[config.mk]
export PLATFORM = sky130hd
export DESIGN_NAME = mem_port_arbiter
export DESIGN_NICKNAME = d
export VERILOG_FILES = /design/src/rtl/mem_arb_pkg.sv /design/src/rtl/arb_pick2.sv /design/src/rtl/mem_port_arbiter.sv
export SDC_FILE = /design/constraint.sdc
export NUM_CORES = 1
export LEC_CHECK = 0
export CORE_ASPECT_RATIO = 1.25
export CORE_MARGIN = 3
export CORE_UTILIZATION = 25
export CTS_CLUSTER_DIAMETER = 150
export DETAILED_ROUTE_END_ITERATION = 16
export GPL_ROUTABILITY_DRIVEN = 0
export SETUP_SLACK_MARGIN = 0.3
export SYNTH_ARGS = -nofsm -noshare
export SYNTH_HDL_FRONTEND = slang
export SYNTH_HIERARCHICAL = 1
export SYNTH_SLANG_ARGS = --single-unit
[constraint.sdc]
create_clock -name clk -period 4.6 [get_ports clk]
set_clock_uncertainty 0.05 [all_clocks]
set_input_delay 0.69 -clock clk [delete_from_list [all_inputs] [get_ports clk]]
set_output_delay 0.69 -clock clk [all_outputs]
set_load 0.05 [all_outputs]
[src/rtl/mem_arb_pkg.sv]
// Shared constants for the memory port arbiter: FSM state codes, grant
// codes and the latency counter width.
package mem_arb_pkg;

  localparam logic [1:0] ST_IDLE   = 2'd0;
  localparam logic [1:0] ST_ACCESS = 2'd1;
  localparam logic [1:0] ST_WAIT   = 2'd2;
  localparam logic [1:0] ST_RESP   = 2'd3;

  localparam logic [1:0] GNT_NONE = 2'b00;
  localparam logic [1:0] GNT_CPU  = 2'b01;
  localparam logic [1:0] GNT_LDR  = 2'b10;

  localparam int CNT_W = 4;

endpackage

[src/rtl/arb_pick2.sv]
// Two-requester picker for the memory port arbiter.
// Build option ARB_FIXED_PRIO_EN: when defined the loader wins every tie
// (used to starve the CPU during boot load); otherwise ties alternate
// away from the previous winner.
module arb_pick2
  import mem_arb_pkg::*;
(
  input  logic       i_cpu_req,
  input  logic       i_ldr_req,
  input  logic [1:0] i_last_grant,
  output logic [1:0] o_grant
);

`ifdef ARB_FIXED_PRIO_EN
  // Previous winner is irrelevant with fixed priority.
  logic w_unused_last;
  assign w_unused_last = ^i_last_grant;
`endif

  // Choose the winner among the active requests.
  always_comb begin
    o_grant = GNT_NONE;
    if (i_cpu_req && i_ldr_req) begin
`ifdef ARB_FIXED_PRIO_EN
      o_grant = GNT_LDR;
`else
      o_grant = (i_last_grant == GNT_CPU) ? GNT_LDR : GNT_CPU;
`endif
    end else if (i_cpu_req) begin
      o_grant = GNT_CPU;
    end else if (i_ldr_req) begin
      o_grant = GNT_LDR;
    end
  end

endmodule

[src/rtl/mem_port_arbiter.sv]
// Shares one single-port synchronous memory between the CPU core and the
// program loader. Each access runs IDLE -> ACCESS -> WAIT (MEM_LAT cycles)
// -> RESP, so one access completes every MEM_LAT+3 cycles.
// Build option ARB_FIXED_PRIO_EN (see arb_pick2) selects loader-wins ties.
//
// state  | meaning
// IDLE   | no owner; pick a winner and capture its command
// ACCESS | mem_en strobe with captured command; load latency counter
// WAIT   | count down memory latency; latch read data on terminal count
// RESP   | one-cycle ack to the winner; remember it for round-robin
module mem_port_arbiter
  import mem_arb_pkg::*;
#(
  parameter int AW      = 32,
  parameter int DW      = 32,
  parameter int MEM_LAT = 1
) (
  input  logic          clk,
  input  logic          reset,
  input  logic          cpu_req,
  input  logic          cpu_we,
  input  logic [AW-1:0] cpu_addr,
  input  logic [DW-1:0] cpu_wdata,
  output logic [DW-1:0] cpu_rdata,
  output logic          cpu_ack,
  input  logic          ldr_req,
  input  logic          ldr_we,
  input  logic [AW-1:0] ldr_addr,
  input  logic [DW-1:0] ldr_wdata,
  output logic [DW-1:0] ldr_rdata,
  output logic          ldr_ack,
  output logic          mem_en,
  output logic          mem_we,
  output logic [AW-1:0] mem_addr,
  output logic [DW-1:0] mem_wdata,
  input  logic [DW-1:0] mem_rdata,
  output logic [1:0]    grant_o,
  output logic          busy_o
);

  logic [1:0]       r_state;
  logic [1:0]       r_grant;
  logic [1:0]       r_last_grant;
  logic [CNT_W-1:0] r_cnt;
  logic             r_we;
  logic [AW-1:0]    r_addr;
  logic [DW-1:0]    r_wdata;
  logic [DW-1:0]    r_cpu_rdata;
  logic [DW-1:0]    r_ldr_rdata;
  logic [1:0]       w_pick;
  logic             w_rd_done;

  arb_pick2 u_pick (
    .i_cpu_req    (cpu_req),
    .i_ldr_req    (ldr_req),
    .i_last_grant (r_last_grant),
    .o_grant      (w_pick)
  );

  // Read completes on the last WAIT cycle of a read access.
  assign w_rd_done = (r_state == ST_WAIT) && (r_cnt == '0) && !r_we;

  // Sequencing FSM, command capture at grant and latency down-counter.
  always_ff @(posedge clk or negedge reset) begin
    if (!reset) begin
      r_state      <= ST_IDLE;
      r_grant      <= GNT_NONE;
      r_last_grant <= GNT_LDR;
      r_cnt        <= '0;
      r_we         <= 1'b0;
      r_addr       <= '0;
      r_wdata      <= '0;
    end else begin
      case (r_state)
        ST_IDLE: begin
          if (w_pick != GNT_NONE) begin
            r_grant <= w_pick;
            r_we    <= (w_pick == GNT_CPU) ? cpu_we    : ldr_we;
            r_addr  <= (w_pick == GNT_CPU) ? cpu_addr  : ldr_addr;
            r_wdata <= (w_pick == GNT_CPU) ? cpu_wdata : ldr_wdata;
            r_state <= ST_ACCESS;
          end
        end
        ST_ACCESS: begin
          r_cnt   <= CNT_W'(MEM_LAT - 1);
          r_state <= ST_WAIT;
        end
        ST_WAIT: begin
          if (r_cnt == '0) begin
            r_state <= ST_RESP;
          end else begin
            r_cnt <= r_cnt - 1'b1;
          end
        end
        ST_RESP: begin
          r_last_grant <= r_grant;
          r_grant      <= GNT_NONE;
          r_state      <= ST_IDLE;
        end
        default: r_state <= ST_IDLE;
      endcase
    end
  end

  // Read data lands only in the winner's register; writes leave both alone.
  always_ff @(posedge clk or negedge reset) begin
    if (!reset) begin
      r_cpu_rdata <= '0;
      r_ldr_rdata <= '0;
    end else if (w_rd_done) begin
      if (r_grant == GNT_CPU) begin
        r_cpu_rdata <= mem_rdata;
      end else begin
        r_ldr_rdata <= mem_rdata;
      end
    end
  end

  assign mem_en    = (r_state == ST_ACCESS);
  assign mem_we    = mem_en && r_we;
  assign mem_addr  = r_addr;
  assign mem_wdata = r_wdata;
  assign cpu_ack   = (r_state == ST_RESP) && (r_grant == GNT_CPU);
  assign ldr_ack   = (r_state == ST_RESP) && (r_grant == GNT_LDR);
  assign cpu_rdata = r_cpu_rdata;
  assign ldr_rdata = r_ldr_rdata;
  assign grant_o   = r_grant;
  assign busy_o    = (r_state != ST_IDLE);

endmodule

-- After elaboration in Yosys (flattened, before gate mapping)
Index checks and enable logic that the tools add are counted.
W data, S select, Z words.
- bits in registers: 139
- input bits: 166
- output and inout bits: 135
- $add $sub $neg: 1
- eq/ne operators: 10
- multiplexer cells: 14
- bitwise logic cells: 1
- reductions and logical operators: 19
- operators with widths (kind ; number):
    $mux W32 ; 2
    $mux W2 ; 7
    $reduce_and A2 Y1 ; 6
    $eq A2 B1 Y1 const B ; 4
    $pmux W2 S4 ; 1
    $pmux W4 S2 ; 1
    $reduce_bool A2 Y1 ; 4
    $eq A2 B2 Y1 const B ; 3
    $logic_and A1 B1 Y1 ; 6
    $logic_not A4 Y1 ; 1
    $mux W4 ; 1
    $ne A2 B2 Y1 const B ; 2
    $pmux W2 S2 ; 1
    $sub A4 B1 Y4 const B ; 1
    $logic_not A2 Y1 ; 1
    $ne A2 B1 Y1 const B ; 1
    $logic_not A1 Y1 ; 1
    $mux W1 ; 1
    $not A1 Y1 ; 1

-- Longest topological paths before layout
- depth after elaboration: 6
- gate-level depth with buffers: 7
- mapped depth without buffers: 5

-- By module
Netlist, hierarchy kept.
- modules (own cells, without submodules) (module ; times used ; cells an instance ; area each (um2) ; sequential area each (um2)):
    mem_port_arbiter ; 1 ; 477 ; 5955.7 ; 3479.6
    arb_pick2 ; 1 ; 4 ; 30.0 ; 0.0

-- Worst setup path after synthesis
Ideal clock, no wire load.
- path type: register to output
- start: register r_state[1]
- end: output port mem_we
- data arrival time: 1.486 ns
- required time: 3.860 ns
- slack: 2.374 ns
- stages on the path, launching flop included: 4
- buffers on the path: 0
- cells stage by stage: dfrtp_1 inv_1 ha_1 and2_1
- word-level cells in the longest chain between the ends: 2
- RTL lines (element ; line ; text):
    start: declaration ; mem_port_arbiter.sv:41 ; logic [1:0] r_state;
    start signal: assignment ; mem_port_arbiter.sv:66 ; r_state <= ST_IDLE;
    start signal: assignment ; mem_port_arbiter.sv:81 ; r_state <= ST_ACCESS;
    start signal: assignment ; mem_port_arbiter.sv:86 ; r_state <= ST_WAIT;
    $eq A2 B1 Y1 ; mem_port_arbiter.sv:119 ; assign mem_en = (r_state == ST_ACCESS);
    via mem_en ; mem_port_arbiter.sv:32 ; output logic mem_en,
    $logic_and A1 B1 Y1 ; mem_port_arbiter.sv:120 ; assign mem_we = mem_en && r_we;
    end: declaration ; mem_port_arbiter.sv:33 ; output logic mem_we,
The timed path passes the listed nets, and every way through them passes these cells.

-- Worst setup path after layout
- start: register r_state[1]
- end: output port mem_we
- word-level cells in the longest chain between the ends: 2
- RTL lines (element ; line):
    $eq A2 B1 Y1 ; mem_port_arbiter.sv:119
    $logic_and A1 B1 Y1 ; mem_port_arbiter.sv:120
Every way passes these cells.

==> impl_metrics.py <==
metrics = {
    "clock_network": {
        "clkSlewWorstSetupHoldPaths_ps": 60,
        "cts_setup_buffers": 0,
        "cts_tree": "yes",
        "hold_buffers": 0,
        "cts_buffers": 17,
        "cts.sinks": 139,
        "cts_resized": 0,
        "cts-htree-levels": 4,
        "root_buffer": "clkbuf_16",
        "clock_path_buffers": 2,
        "insertion_delay_ps": 410,
    },
    "critical_path": {
        "crit_path_top_delay_cell": "clkdlybuf4s50_1",
        "critPathMaxFanout": 4,
        "ff2ff_path_depth": 6,
        "r2r_start": "r_state[0]",
        "startpoint_type": "flip-flop",
        "path_cells": "inv_1, ha_1, and2_1, clkdlybuf4s50_1",
        "max_stage_delay_ps": 840,
        "cp-end-kind": "primary output",
        "reg2reg_setup_slack_ps": 2260,
        "cp.required_ps": 3860,
        "crit_type": "reg -> out",
        "arrival_ps": 2170,
        "r2r_end": "ldr_rdata[15]",
    },
    "placement": {
        "place_ws_ps": 1680,
        "place_inst": 1048,
        "dp_hpwl_mm": 12.8,
        "io_buffers": 300,
    },
    "floorplanning": {
        "io_pins": 301,
        "start_util_pct": 25.7,
        "rows": 62,
        "core_um2": 23300,
        "die_area_um2": 25800,
        "die_y_um": 179,
        "die_width_um": 144,
    },
    "sta": {
        "tightest_slew_ps": 824,
        "hold_violations": 0,
        "max_freq_mhz": 343,
        "fin_crit_ps": 2910,
        "maxSlewViolCount": 0,
        "fin_ws_ps": 1690,
        "maxSlewHeadroom_pct": 44.9,
        "setup_viol_count_final": 0,
        "tns_ps": 0,
        "timing.final.crit_share_pct": 63.4,
        "rsz0062_at_grt": "no",
    },
    "layout": {
        "n_fill_cell": 2297,
        "final_cell_mix": "299 x clkdlybuf4s50_1, 138 x dfrtp_1, 69 x o21ai_0",
        "drive_gt1_share_pct": 13.6,
        "syn2layout_area_growth_pct": 64.0,
        "stdcell_count": 1080,
        "n_antenna_cell": 0,
        "fin_util_pct": 42.2,
        "final_nets": 951,
        "final_common_cell": "clkdlybuf4s50_1",
    },
    "global_route": {
        "antenna_found_initial": 0,
        "grt_start_max_net_pins": 82,
        "grt_util_all_layers_pct": 13.1,
        "grt-ovfl-total": 0,
        "grt_pass1_vias": 4795,
        "grt_pass1_wl_mm": 26.1,
    },
    "synth": {
        "syn_area_um2": 5990,
        "synth.avg_cell_area_um2": 12.4,
        "ys_types": 32,
        "ys_seq_area_share_pct": 58.1,
        "yosys_warnings": 6,
        "synth-seq-cells": 139,
        "synthCells": 481,
        "syn_nets": 653,
    },
    "route": {
        "drt-total-wl_mm": 17.1,
        "wl_per_cell_um": 15.8,
        "drc": 0,
        "drtIter0Drc": 100,
        "ant_nets": 0,
        "avgViaCountPerCell": 4.32,
        "vias": 4662,
        "dr.pass1.iters": 4,
    },
    "hold_path": {
        "worstHoldPathType": "in -> async",
    },
    "flow_run": {
        "drv_cap": 0,
    },
    "power_and_ir_drop": {
        "leakagePower_nw": 4.13,
        "p_per_area_nw_per_um2": 809,
        "max-vdd-ir-drop_v": 0.000252,
    },
    "run_status": {
        "status": "completed",
    },
}
-- per-layer routing --
layer	global-route usage (%)	routed length, um	vias to the layer above
met5	0	0	-
met4	4.55	227	0
met3	5.60	1790	12
met2	21.7	8150	218
met1	15.2	6900	2166
li1	-	-	2266
-- worst max path at each step --
| stage | from | to | slack [ps] | cells past startpoint |
|---|---|---|---|---|
| floorplan | r_state[1] | mem_we | 2370 | 3 |
| global placement | cpu_req | mem_wdata[25] | 1720 | 7 |
| detailed placement | cpu_req | mem_wdata[15] | 1680 | 6 |
| CTS | r_state[1] | mem_we | 1620 | 4 |
| global route | r_state[0] | ldr_ack | 1540 | 4 |
| finish | r_state[1] | mem_we | 1690 | 4 |
-- flip-flops by register name, indices dropped and copies added (netlist names) --
| register | count |
|---|---|
| cpu_rdata | 32 |
| grant_o | 2 |
| ldr_rdata | 32 |
| mem_addr | 32 |
| mem_wdata | 32 |
| r_cnt | 4 |
| r_last_grant | 2 |
| r_state | 2 |
| r_we | 1 |
-- per-stage QoR --
step | hold WS [ps] | power (mW) | area (um^2)
2_1_floorplan | 344 | 5.14 | 5990
3_3_place_gp | 410 | 6.73 | 9290
3_5_place_dp | 419 | 6.77 | 9290
4_1_cts | 300 | 8.06 | 9820
5_1_grt | 323 | 8.39 | 9820
6_report | 280 | 7.94 | 9820
-- synth_stat cells (all sizes together) --
library cell	count	share of area, %
dfrtp	138	58
o21ai	70	5.9
mux2	67	13
nand2	67	4.2
mux2i	66	11
buf	19	2.1
clkbuf	9	0.56
inv	8	0.50
a22o	6	0.88
ha	6	1.3
nor2	5	0.31
nor2b	3	0.44
a21oi	2	0.17
and2	2	0.21
nor3b	2	0.44
and2b	1	0.13
and3b	1	0.15
and4bb	1	0.21
dfstp	1	0.44
nand2b	1	0.10
nand3	1	0.084
nand3b	1	0.13
nor3	1	0.084
o21a	1	0.13
o32a	1	0.17
or3b	1	0.15
-- cells by family (layout without fill, tap and decap cells) --
family	Yosys count	count (layout)	share of synthesized area [%]
AOI/OAI and AO/OA	80	80	7.19
adders and majority gates	6	6	1.25
buffers and inverters	36	347	3.16
DFF	139	139	58.1
muxes	133	133	23.6
and+or+nand+nor	87	87	6.63
-- critical path: cells and delay by family (launching register included) --
kind,cells,cell delay [ps]
simple gates,1,160
flops,1,410
fa+ha+maj,1,250
buf+inv,2,950
-- final cells by class --
type	instances	area (um^2)	area share, %
Clock buffer	19	433	4.41
Clock inverter	13	95.1	0.969
Inverter	8	30.0	0.306
Multi-Input combinational cell	306	2340	23.8
Sequential cell	139	3480	35.4
Tap cell	288	360	3.67
Timing Repair Buffer	307	3080	31.4
-- where the power goes --
part / internal (mW) / switching [mW] / leakage (nW) / total (mW)
clock network: 0.691 / 0.550 / 0.242 / 1.24
registers: 1.82 / 0.308 / 1.69 / 2.13
logic: 1.63 / 2.94 / 2.20 / 4.57
Note: power is estimated with default switching activity, not from simulation.
